**config.mk**
```make
export PLATFORM = sky130hd
export DESIGN_NAME = btn_conditioner
export DESIGN_NICKNAME = d
export VERILOG_FILES = /design/src/rtl/btn_conditioner.sv
export SDC_FILE = /design/constraint.sdc
export NUM_CORES = 1
export LEC_CHECK = 0
export CAP_MARGIN = 20
export CORE_MARGIN = 3
export CORE_UTILIZATION = 35
export DETAILED_ROUTE_END_ITERATION = 10
export PLACE_DENSITY = 0.61
export SKIP_LAST_GASP = 1
export SYNTH_ARGS = -nofsm -noshare
export SYNTH_HDL_FRONTEND = slang
export SYNTH_SLANG_ARGS = --single-unit
export TNS_END_PERCENT = 20
```
**constraint.sdc**
```tcl
create_clock -name clk -period 4.15 [get_ports clk]
set_input_delay 0.415 -clock clk [delete_from_list [all_inputs] [get_ports clk]]
set_output_delay 0.415 -clock clk [all_outputs]
set_load 0.01 [all_outputs]
```
**src/rtl/btn_conditioner.sv**
```systemverilog
// Per-channel 2-FF synchroniser + debounce FSM giving a clean level and 1-cycle press/release strobes.
// Latency: DEBOUNCE_CYCLES+3 clk from a stable raw edge to the output change.
// No backpressure: strobes are fire-and-forget; optional auto-repeat built when BTN_REPEAT_EN is defined.
module btn_conditioner #(
    parameter int N_BTN           = 5,
    parameter int DEBOUNCE_CYCLES = 1_000_000,
    parameter int REPEAT_DELAY    = 50_000_000,
    parameter int REPEAT_PERIOD   = 10_000_000
) (
    input  logic             clk,
    input  logic             reset,
    input  logic [N_BTN-1:0] btn_raw,
    output logic [N_BTN-1:0] btn_level,
    output logic [N_BTN-1:0] btn_press,
    output logic [N_BTN-1:0] btn_release
);
    localparam int            CW       = $clog2(DEBOUNCE_CYCLES);
    localparam logic [CW-1:0] CNT_LAST = CW'(DEBOUNCE_CYCLES - 1);
    localparam logic [CW-1:0] CNT_ONE  = CW'(1);

`ifdef BTN_REPEAT_EN
    localparam int            RW         = $clog2(REPEAT_DELAY);
    localparam logic [RW-1:0] REP_LAST   = RW'(REPEAT_DELAY - 1);
    localparam logic [RW-1:0] REP_ONE    = RW'(1);
    // Reloading here makes later strobes land REPEAT_PERIOD apart.
    localparam logic [RW-1:0] REP_RELOAD = RW'(REPEAT_DELAY - REPEAT_PERIOD);
`endif

    // Configurations the repeat reload cannot express leave this marker block in the hierarchy.
    if (REPEAT_PERIOD < 1 || REPEAT_PERIOD > REPEAT_DELAY || DEBOUNCE_CYCLES < 2) begin : g_cfg_unsupported
    end

    typedef enum logic [1:0] {IDLE, PRESS_WT, HELD, REL_WT} state_t;

    logic [N_BTN-1:0] sync_meta;
    logic [N_BTN-1:0] sync_s;

    always_ff @(posedge clk or posedge reset) begin
        if (reset) begin
            sync_meta <= '0;
            sync_s    <= '0;
        end else begin
            sync_meta <= btn_raw;
            sync_s    <= sync_meta;
        end
    end

    for (genvar i = 0; i < N_BTN; i++) begin : g_ch
        state_t        state, state_nxt;
        logic [CW-1:0] cnt, cnt_nxt;
        logic          level_q, level_nxt;
        logic          press_q, press_nxt;
        logic          release_q, release_nxt;
        logic          rep_fire;

`ifdef BTN_REPEAT_EN
        logic [RW-1:0] rep_cnt, rep_nxt;

        always_comb begin
            rep_nxt  = '0;
            rep_fire = 1'b0;
            if (state == HELD && sync_s[i]) begin
                if (rep_cnt == REP_LAST) begin
                    rep_fire = 1'b1;
                    rep_nxt  = REP_RELOAD;
                end else begin
                    rep_nxt  = rep_cnt + REP_ONE;
                end
            end
        end

        always_ff @(posedge clk or posedge reset) begin
            if (reset) rep_cnt <= '0;
            else       rep_cnt <= rep_nxt;
        end
`else
        assign rep_fire = 1'b0;
`endif

        always_comb begin
            state_nxt   = state;
            cnt_nxt     = cnt;
            level_nxt   = level_q;
            press_nxt   = rep_fire;
            release_nxt = 1'b0;
            case (state)
                IDLE: begin
                    if (sync_s[i]) begin
                        state_nxt = PRESS_WT;
                        cnt_nxt   = '0;
                    end
                end
                PRESS_WT: begin
                    if (!sync_s[i]) begin
                        state_nxt = IDLE;
                    end else if (cnt == CNT_LAST) begin
                        state_nxt = HELD;
                        level_nxt = 1'b1;
                        press_nxt = 1'b1;
                    end else begin
                        cnt_nxt   = cnt + CNT_ONE;
                    end
                end
                HELD: begin
                    if (!sync_s[i]) begin
                        state_nxt = REL_WT;
                        cnt_nxt   = '0;
                    end
                end
                REL_WT: begin
                    if (sync_s[i]) begin
                        state_nxt   = HELD;
                    end else if (cnt == CNT_LAST) begin
                        state_nxt   = IDLE;
                        level_nxt   = 1'b0;
                        release_nxt = 1'b1;
                    end else begin
                        cnt_nxt     = cnt + CNT_ONE;
                    end
                end
                default: state_nxt = IDLE;
            endcase
        end

        always_ff @(posedge clk or posedge reset) begin
            if (reset) begin
                state     <= IDLE;
                cnt       <= '0;
                level_q   <= 1'b0;
                press_q   <= 1'b0;
                release_q <= 1'b0;
            end else begin
                state     <= state_nxt;
                cnt       <= cnt_nxt;
                level_q   <= level_nxt;
                press_q   <= press_nxt;
                release_q <= release_nxt;
            end
        end

        assign btn_level[i]   = level_q;
        assign btn_press[i]   = press_q;
        assign btn_release[i] = release_q;
    end
endmodule

```
# After elaboration in Yosys (flattened, before gate mapping)
# Cells that the tools add are included.
# word_totals
regBits,135
wordCells,232
# op_classes
addsub,5
n_eq_ne,60
n_mux,115
reduce_logical,25
# op_table
operator,count
20-bit 2-to-1 mux,25
20-bit one-hot mux with 4 select lines,5
20-bit by 1-bit adder with 20-bit output (second input constant),5
20-bit == test (second input constant),5
2-bit 2-to-1 mux,30
2-bit != test (second input constant),30
1-bit 2-to-1 mux,45
2-bit one-hot mux with 4 select lines,5
4-bit AND reduction,10
3-bit != test (second input constant),10
5-bit AND reduction,5
2-bit == test (second input constant),10
2-bit by 1-bit == test with 1-bit output (second input constant),5
2-bit zero test,5
1-bit one-hot mux with 2 select lines,5
2-bit nonzero test,5

# Logic depth before layout (Yosys ltp)
# Gate-level depths: netlist of run 1.
# logic_depth
ltp_word,4
depth_mapped,7

# Worst setup path before layout of run 1
# Ideal clock, no wire load.
# synth_timing
path_type,register -> register
startpoint,register g_ch[1].cnt[15]
endpoint,register with a tool-made name
t_arrival_ns,1.910
setup_slack_ns,2.116
path_stages_with_launch,5
path_buffers,0
period_less_slack_ns,2.034
path_cell_list,dfrtp_1 > or4b_1 > nor4_2 > and3_1 > mux2_2
# synth_rtl
element,line_no,rtl
start: declaration,50,"logic [CW-1:0] cnt, cnt_nxt;"
start signal: assignment,134,cnt <= cnt_nxt;

# Worst setup path in the final report of run 1
# layout_timing
startpoint,register g_ch[2].cnt[0]
endpoint,register g_ch[2].cnt[13]
# layout_between
elab_chain_len,4
word_cells_on_any_way,6
classes_between,add/sub: 1; eq/ne: 1; mux: 4
# layout_lines
element,line_no,rtl
start: declaration,50,
start signal: assignment,134,
20-bit by 1-bit adder with 20-bit output / 20-bit == test (equally long branches),n/a,
20-bit 2-to-1 mux (*),"96, 113",
"20-bit 2-to-1 mux, on equally long branches","111, 94",
20-bit one-hot mux with 4 select lines (*),86,case (state)
# Mark *: on every way between the ends. The rest lies on a longest branch, timed or not. The select of a mux whose other input is x is not followed.
# A chain may end at the register's enable or synchronous reset.

==> results.py, run 1 <==
metrics = {
    "floorplan": {
        "die_x_microns": 149,
        "core_area_sq_mm": 0.0198,
        "die_h_microns": 149,
        "initial_core_util_pct": 36.2,
        "std_cell_rows": 51,
        "die-area_sq_mm": 0.0223,
        "ioPinCount": 22,
    },
    "cts": {
        "cts_made_buffers": 17,
        "htreeDepth": 4,
        "postCtsSetupBuffers": 0,
        "holdBufCountCts": 0,
        "clockRootBuffer": "clkbuf_16",
        "cts_tree": "yes",
        "clock_latency_ns": 0.42,
        "cts_num_sinks": 135,
        "cts_resized": 0,
        "cts_buffer_depth": 2,
        "cts.clk_slew.worst_paths_ns": 0.06,
    },
    "cells_and_area": {
        "drive_gt1_share_pct": 7.59,
        "fin_nets": 789,
        "areaGrowthSynthToFinish_pct": 13.4,
        "antennaDiodeCount": 0,
        "fill_cells": 1906,
        "multi_input_area_sq_mm": 0.00353,
        "seqCellArea_sq_mm": 0.00338,
    },
    "detailed_routing": {
        "drtPass1Iterations": 5,
        "finalWirelength_mm": 14.6,
        "drtIter0Drc": 399,
        "ant_nets": 0,
        "vias": 5697,
        "via_per_inst": 5.40,
        "drc": 0,
        "post_drt_wl_per_cell_microns": 13.8,
    },
    "power": {
        "vdd_drop_max_v": 0.000225,
        "p_leak_uw": 0.00340,
        "p_total_uw": 3000,
        "p_per_area_mw_per_mm2": 368,
    },
    "global_routing": {
        "grt_pass1_wl_mm": 26.1,
        "track_usage_pct": 14.1,
        "grt_max_degree": 87,
        "gr-total-overflow": 0,
        "first_global_vias": 5405,
        "grt_antenna_before_repair": 0,
    },
    "timing": {
        "rsz0062_at_grt": "false",
        "max_freq_mhz": 437,
        "period_needed_ns": 2.29,
        "setup_tns_ns": 0,
        "hold_viol": 0,
        "slew_headroom_pct": 39.7,
        "finalCritPeriodShare_pct": 55.1,
        "maxSlewViolCount": 0,
        "hold_slack_ns": 0.347,
        "setup_viol": 0,
        "worstMarginPinSlew_ns": 0.900,
        "clock_skew_ns": 0.00961,
    },
    "flow_run": {
        "cap_viol_max_count": 0,
    },
    "setup_path": {
        "cp-start-kind": "flop",
        "crit_path_end_kind": "flop",
        "cp_max_fo": 15,
        "required_ns": 4.48,
        "crit_type": "reg2reg",
        "slowest_delay_ns": 0.70,
        "worstPathCellList": "ha_1 -> nand3_1 -> or3_1 -> o21ai_1 -> o21ai_0 -> o31ai_1",
        "worstPathArrival_ns": 2.62,
        "critPathSlowestCell": "o21ai_1",
    },
    "hold_path": {
        "hp-class": "reg2reg",
    },
    "yosys": {
        "netlist.area_leader.share_pct": 47.0,
        "syn-cell-area_sq_mm": 0.00719,
        "synth_edf_count": 0,
        "syn_avg_cell_area_sq_um": 9.26,
        "postSynthCellCount": 777,
        "synth.distinct_cells": 63,
        "synth_flop_cell": "dfrtp_1",
        "yosysTopAreaCell": "dfrtp_1",
        "ys_seq_area_share_pct": 47.0,
        "ys_seq_elements": 135,
        "synth_nets": 789,
        "synthArstFlopShare_pct": 100,
        "yosysWarnings": 0,
        "yosys-top-cells-area": "dfrtp_1, nand2_1, o21ai_0",
    },
    "placement": {
        "io_buffers": 21,
        "gp_congestion": 0.791,
        "dpl.hpwl_mm": 9.43,
    },
    "status": {
        "status": "complete, no violations",
    },
}
==> worst max-delay path: cells and delay by family, from the launching register on <==
family | cells | cell delay, ns
AND/OR/NAND/NOR | 2 | 0.53
AO/OA/AOI/OAI | 3 | 1.04
flip-flops | 1 | 0.40
adder cells (fa/ha/maj) | 1 | 0.23
==> layer usage <==
layer	wire length, microns	GRT usage, %
met5	0	0
met4	242	5.35
met3	405	2.95
met2	6650	21.9
met1	7300	19.5
==> worst paths after layout <==
path                                 from                 to  slack (ns)  cells after the start
min reg2reg                  sync_meta[2]          sync_s[2]        0.35                      0
min                          sync_meta[2]          sync_s[2]        0.35                      0
max reg2reg                g_ch[2].cnt[0]    g_ch[2].cnt[13]        1.86                      6
min in group asynchronous           reset  g_ch[1].release_q        0.52                      2
max                        g_ch[2].cnt[0]    g_ch[2].cnt[13]        1.86                      6
max in group asynchronous           reset    g_ch[4].cnt[17]        2.89                      3
==> final cells by class <==
class	count	area share [%]
clock buffers	18	5.39
clock inverters	14	1.56
inverters	19	0.936
multi-input cells	576	43.2
flip-flops and latches	135	41.4
well taps	265	4.07
repair buffers	28	3.38
==> synth_stat cells, types with 14 or more instances <==
cell,n
a22o_1,14
dfrtp_1,135
nand2_1,98
or3_1,14
a21oi_1,23
and3_1,14
nand3_1,52
inv_1,18
o21ai_0,61
nor2_1,55
nand4_1,32
clkbuf_1,30
buf_4,16
xor2_1,15
mux2i_1,19
==> cells in the final DEF, fill, tap and decap left out, types with 5 or more instances in the layout <==
cell type / count
dfrtp_1: 135
buf_4: 6
xnor2_1: 8
or4_1: 10
and4_1: 13
and3_1: 14
a31oi_1: 7
inv_1: 17
nor3b_1: 7
nor4_1: 12
a21oi_1: 23
clkdlybuf4s50_1: 21
nand3_1: 52
nor3_1: 13
o211ai_1: 9
and2_1: 7
nand4_1: 32
nand2_1: 98
nor2_1: 55
o21ai_0: 61
xor2_1: 15
or3_1: 14
mux2_2: 5
clkbuf_16: 17
mux2i_1: 19
a22o_1: 14
ha_1: 5
o31ai_1: 13
==> flip-flops by register name, summed over array words and instances, names as in the netlist, named ones only <==
name	cells
g_ch.cnt	100
g_ch.level_q	5
g_ch.press_q	5
g_ch.release_q	5
g_ch.state	5
sync_meta	5
sync_s	5
==> power breakdown <==
part | leakage [uW] | internal (uW) | switching [uW]
sequential | 0.00184 | 1360 | 66.2
clock | 0.000269 | 842 | 588
combinational | 0.00130 | 56.1 | 95.0
total | 0.00340 | 2250 | 749
==> logic make-up (layout without fill, tap and decap cells) <==
| logic type | count (synthesis) | count (layout) | synth area share (%) |
|---|---|---|---|
| simple gates | 353 | 353 | 25.8 |
| compound gates | 167 | 167 | 15.3 |
| flops | 135 | 135 | 47.0 |
| buf+inv | 66 | 79 | 4.30 |
| xor+xnor | 26 | 26 | 3.17 |
| mux | 25 | 25 | 3.58 |
| fa+ha+maj | 5 | 5 | 0.870 |
==> per-stage QoR <==
stage / std cells / cell area [sq um] / setup slack, ns / utilization, %
finish: 1055 / 8160 / 1.86 / 41.1
global route: 1055 / 8160 / 1.55 / 41.1
CTS: 1055 / 8160 / 1.78 / 41.1
detailed placement: 1023 / 7590 / 1.83 / 38.2
global placement: 1023 / 7590 / 1.84 / 38.2
floorplan: 777 / 7190 / 0.124 / -
Power figures use the tool's default switching activity.
==> run 2: changes to the inputs <==
Settings changed: PLACE_DENSITY 0.61 to 0.59.
Clock period 4.15 ns to 2.17 ns, I/O delays scaled along.
==> run 2 against run 1 <==
Effect of this change: total power rose by 95%; clock power rose by 97%; sequential cell count did not move; largest cell class unchanged.
==> results.py, run 2 (same netlist as run 1, synthesis figures left out) <==
metrics = {
    "setup_path": {
        "cp_max_fo": 6,
        "crit_type": "reg2reg",
        "crit_path_end_kind": "flop",
        "required_ns": 2.49,
        "cp-start-kind": "flop",
        "worstPathArrival_ns": 2.38,
    },
    "cts": {
        "cts_made_buffers": 17,
        "cts_num_sinks": 135,
        "cts_tree": "yes",
        "htreeDepth": 4,
        "holdBufCountCts": 0,
        "cts.clk_slew.worst_paths_ns": 0.06,
        "cts_buffer_depth": 2,
        "postCtsSetupBuffers": 0,
        "clockRootBuffer": "clkbuf_16",
        "clock_latency_ns": 0.41,
    },
    "detailed_routing": {
        "drtIter0Drc": 318,
        "ant_nets": 0,
        "drc": 0,
        "via_per_inst": 5.36,
        "post_drt_wl_per_cell_microns": 14.0,
        "finalWirelength_mm": 15.3,
        "drtPass1Iterations": 6,
        "vias": 5855,
    },
    "global_routing": {
        "grt_antenna_before_repair": 0,
        "grt_pass1_wl_mm": 27.0,
        "gr-total-overflow": 0,
        "first_global_vias": 5508,
        "grt_max_degree": 44,
        "track_usage_pct": 14.5,
    },
    "timing": {
        "hold_viol": 0,
        "clock_skew_ns": 0.0124,
        "period_needed_ns": 2.06,
        "setup_tns_ns": 0,
        "max_freq_mhz": 485,
        "worstMarginPinSlew_ns": 0.858,
        "slew_headroom_pct": 42.5,
        "finalCritPeriodShare_pct": 95.1,
        "setup_viol": 0,
        "maxSlewViolCount": 0,
        "rsz0062_at_grt": "false",
    },
    "cells_and_area": {
        "largest_reg_flops": 100,
        "areaGrowthSynthToFinish_pct": 17.8,
        "layout_commonest_cell": "dfrtp_1",
        "antennaDiodeCount": 0,
        "post-route-util_pct": 42.7,
        "seqCellArea_sq_mm": 0.00338,
        "mostFrequentLayoutCells": "dfrtp_1, nand2_1, o21ai_0",
        "top_register": "g_ch.cnt",
        "fill_cells": 1896,
        "multi_input_area_sq_mm": 0.00353,
        "fin_nets": 826,
        "drive_gt1_share_pct": 11.9,
    },
    "floorplan": {
        "core_area_sq_mm": 0.0198,
        "std_cell_rows": 51,
        "ioPinCount": 22,
        "die_x_microns": 149,
        "die_h_microns": 149,
        "die-area_sq_mm": 0.0223,
        "initial_core_util_pct": 36.2,
    },
    "power": {
        "p_leak_uw": 0.00361,
        "p_per_area_mw_per_mm2": 692,
        "p_total_uw": 5860,
        "vdd_drop_max_v": 0.000393,
    },
    "placement": {
        "gp_congestion": 0.818,
        "io_buffers": 21,
        "dpl.hpwl_mm": 10.4,
    },
    "status": {
        "status": "complete, no violations",
    },
    "hold_path": {
        "hp-class": "in2async",
    },
    "flow_run": {
        "cap_viol_max_count": 0,
    },
}
-- run 2: power breakdown --
| part | switching (uW) | internal [uW] |
|---|---|---|
| clock network | 1080 | 1730 |
| registers | 108 | 2590 |
| logic | 213 | 136 |
-- run 2: timing repair --
item / 4_1_cts / 5_1_grt
gates resized for setup: 0 / 1
endpoints found under the hold margin: 0 / 0
endpoints found under the setup margin: 0 / 2
-- run 2: worst paths after layout --
| check | from | to | slack (ns) | depth (start not counted) |
|---|---|---|---|---|
| min in group clk | btn_raw[1] | sync_meta[1] | 0.24 | 1 |
| hold / removal | reset | sync_meta[1] | 0.11 | 2 |
| hold reg to reg | sync_meta[1] | sync_s[1] | 0.35 | 0 |
| setup / recovery | g_ch[2].cnt[8] | g_ch[2].cnt[19] | 0.11 | 5 |
| setup reg to reg | g_ch[2].cnt[8] | g_ch[2].cnt[19] | 0.11 | 5 |
| max in group asynchronous | reset | sync_meta[4] | 1.44 | 3 |
-- run 2: area by class of cell --
type / instances / share of cell area [%]
clock buffers: 22 / 5.83
clock inverters: 10 / 1.11
inverters: 19 / 0.886
multi-input cells: 576 / 41.7
flip-flops and latches: 135 / 39.9
well taps: 265 / 3.91
repair buffers: 65 / 6.68
-- run 2: metal layers --
metal,GRT usage (%),vias to the layer above,part of all wire (%)
li1,-,2945,-
met1,20.6,2814,51
met2,22.1,78,45
met3,3.37,18,3.1
met4,4.53,0,1.1
met5,0,-,0
-- run 2: worst max-delay path: stages (launching register included) --
cell     delay (ns)
dfrtp_1        0.41
and4_1         0.25
or4b_4         0.51
or3_1          0.40
or2_1          0.24
o31ai_2        0.17
-- run 2: through the flow --
| step | hold slack (ns) | std cells | setup WS (ns) | instance area [sq um] |
|---|---|---|---|---|
| after CTS | 0.109 | 1092 | 0.0987 | 8470 |
| after global placement | 0.333 | 1060 | 0.139 | 7880 |
| after floorplan | 0.248 | 777 | 0.136 | 7200 |
| after detailed placement | 0.338 | 1060 | 0.109 | 7880 |
| final | 0.113 | 1092 | 0.107 | 8470 |
| after global routing | 0.132 | 1092 | 0.00803 | 8470 |
==> run 3: changes to the inputs <==
Settings changed: CELL_PAD_IN_SITES_DETAIL_PLACEMENT from default to 0, CELL_PAD_IN_SITES_GLOBAL_PLACEMENT from default to 1, PLACE_DENSITY 0.59 to 0.7.
==> run 3 against run 2 <==
Effect of this change: sequential power barely moved; via count rose by 1.6%; die area did not move; core utilization barely moved; first-iteration DRC count rose by 1.6%; non-clock buffer count fell by 1; final cell count barely moved; critical path type unchanged; largest cell class unchanged; largest power group unchanged.
==> results.py, run 3 (same netlist as run 1, synthesis figures left out) <==
metrics = {
    "setup_path": {
        "slowest_delay_ns": 0.50,
        "worstPathArrival_ns": 2.40,
        "worstSetupStartpoint": "g_ch[2].cnt[8]",
        "worstPathCellList": "and4_4 -> or4b_4 -> or3_1 -> or2_1 -> o31ai_2",
        "crit_type": "reg2reg",
        "crit_path_end_kind": "flop",
        "critPathSlowestCell": "or4b_4",
        "cp_max_fo": 6,
        "cp-start-kind": "flop",
        "required_ns": 2.50,
        "r2r_start": "g_ch[2].cnt[8]",
    },
    "cells_and_area": {
        "areaGrowthSynthToFinish_pct": 17.8,
        "mostFrequentLayoutCells": "dfrtp_1, nand2_1, o21ai_0",
        "layout_commonest_cell": "dfrtp_1",
        "fill_cells": 1894,
        "drive_gt1_share_pct": 11.7,
        "fin_nets": 825,
        "antennaDiodeCount": 0,
        "top_register": "g_ch.cnt",
        "largest_reg_flops": 100,
    },
    "cts": {
        "cts_made_buffers": 17,
        "clockRootBuffer": "clkbuf_16",
        "clock_latency_ns": 0.43,
        "cts_tree": "yes",
        "cts.clk_slew.worst_paths_ns": 0.06,
        "htreeDepth": 4,
        "cts_num_sinks": 135,
        "cts_buffer_depth": 2,
    },
    "placement": {
        "dpl.hpwl_mm": 11.3,
        "dp_slack_ns": 0.0906,
        "gp_congestion": 0.861,
        "io_buffers": 21,
    },
    "global_routing": {
        "grt_pass1_wl_mm": 28.3,
        "first_global_vias": 5740,
        "track_usage_pct": 15.5,
        "grt_antenna_before_repair": 0,
        "grt_max_degree": 87,
        "gr-total-overflow": 0,
    },
    "hold_path": {
        "min-delay-start": "btn_raw[0]",
        "hp-class": "in2reg",
    },
    "detailed_routing": {
        "finalWirelength_mm": 16.3,
        "drtIter0Drc": 323,
        "post_drt_wl_per_cell_microns": 14.9,
        "vias": 5950,
        "via_per_inst": 5.45,
        "drc": 0,
        "drtPass1Iterations": 5,
        "ant_nets": 0,
    },
    "timing": {
        "maxSlewViolCount": 0,
        "worstMarginPinSlew_ns": 0.731,
        "clock_skew_ns": 0.0114,
        "hold_viol": 0,
        "finalCritPeriodShare_pct": 95.1,
        "setup_viol": 0,
        "rsz0062_at_grt": "false",
        "slew_headroom_pct": 51.0,
        "period_needed_ns": 2.06,
        "setup_tns_ns": 0,
        "fin_ws_ns": 0.107,
        "max_freq_mhz": 485,
    },
    "floorplan": {
        "core_area_sq_mm": 0.0198,
        "die_h_microns": 149,
        "die-area_sq_mm": 0.0223,
        "initial_core_util_pct": 36.2,
        "std_cell_rows": 51,
        "die_x_microns": 149,
        "ioPinCount": 22,
    },
    "power": {
        "p_per_area_mw_per_mm2": 704,
        "vdd_drop_max_v": 0.000408,
        "p_leak_uw": 0.00360,
    },
    "flow_run": {
        "cap_viol_max_count": 0,
    },
    "status": {
        "status": "complete, no violations",
    },
}
==> run 3: cell count changes in the layout (fill, tap and decap cells not counted) <==
cell	delta
clkinvlp_4	+2
clkinv_2	-2
and4_1	-1
nor3_2	-1
nor3_1	+1
buf_4	-1
clkbuf_8	-3
inv_6	+2
and4_4	+1
bufinv_16	+1
==> run 3: worst paths after layout <==
path                                endpoint  slack [ns]  cells after the start
max in group asynchronous  g_ch[3].release_q        1.49                      3
min                             sync_meta[0]        0.23                      1
max                          g_ch[2].cnt[19]        0.11                      5
min reg2reg                        sync_s[0]        0.35                      0
min in group asynchronous       sync_meta[0]        0.24                      3
max reg2reg                  g_ch[2].cnt[19]        0.11                      5
==> run 3: power by group <==
part           total (uW)  internal [uW]  switching, uW
Clock                2900           1760           1140
Combinational         357            137            220
Sequential           2700           2590            105
Total                5960           4490           1470
==> run 3: area by class of cell <==
class | count | area (sq um) | share of cell area [%]
multi-input cells | 576 | 3530 | 41.7
clock inverters | 13 | 146 | 1.73
well taps | 265 | 332 | 3.91
flip-flops and latches | 135 | 3380 | 39.9
clock buffers | 19 | 453 | 5.35
repair buffers | 64 | 558 | 6.59
inverters | 19 | 75.1 | 0.886
==> run 3: metal layers <==
metal  share of wire (%)  GRT usage, %  vias up
met5                   0             0        -
met4                 1.6          5.31        0
met3                 4.0          3.62       19
met2                  49          25.2      106
met1                  46          20.4     2890
li1                    -             -     2935
==> run 3: worst max-delay path, delay by kind of cell, from the launching register on <==
kind	cells	cell delay [ns]
flops	1	0.42
simple gates	4	1.39
compound gates	1	0.17
==> run 3: what timing repair did <==
| action | 4_1_cts | 5_1_grt |
|---|---|---|
| gates resized for setup | 0 | 1 |
| setup buffers | 0 | 2 |
| hold buffers | 0 | 0 |
| setup endpoints to repair | 0 | 1 |
==> run 3: stage by stage <==
step / utilization (%) / power, uW / instances / hold WS [ns] / area [sq um]
floorplan: - / 2950 / 777 / 0.248 / 7200
global placement: 39.6 / 3090 / 1057 / 0.340 / 7860
detailed placement: 39.6 / 3100 / 1057 / 0.336 / 7860
CTS: 42.6 / 6030 / 1089 / 0.224 / 8450
global route: 42.7 / 6240 / 1091 / 0.220 / 8470
finish: 42.7 / 5960 / 1091 / 0.234 / 8470
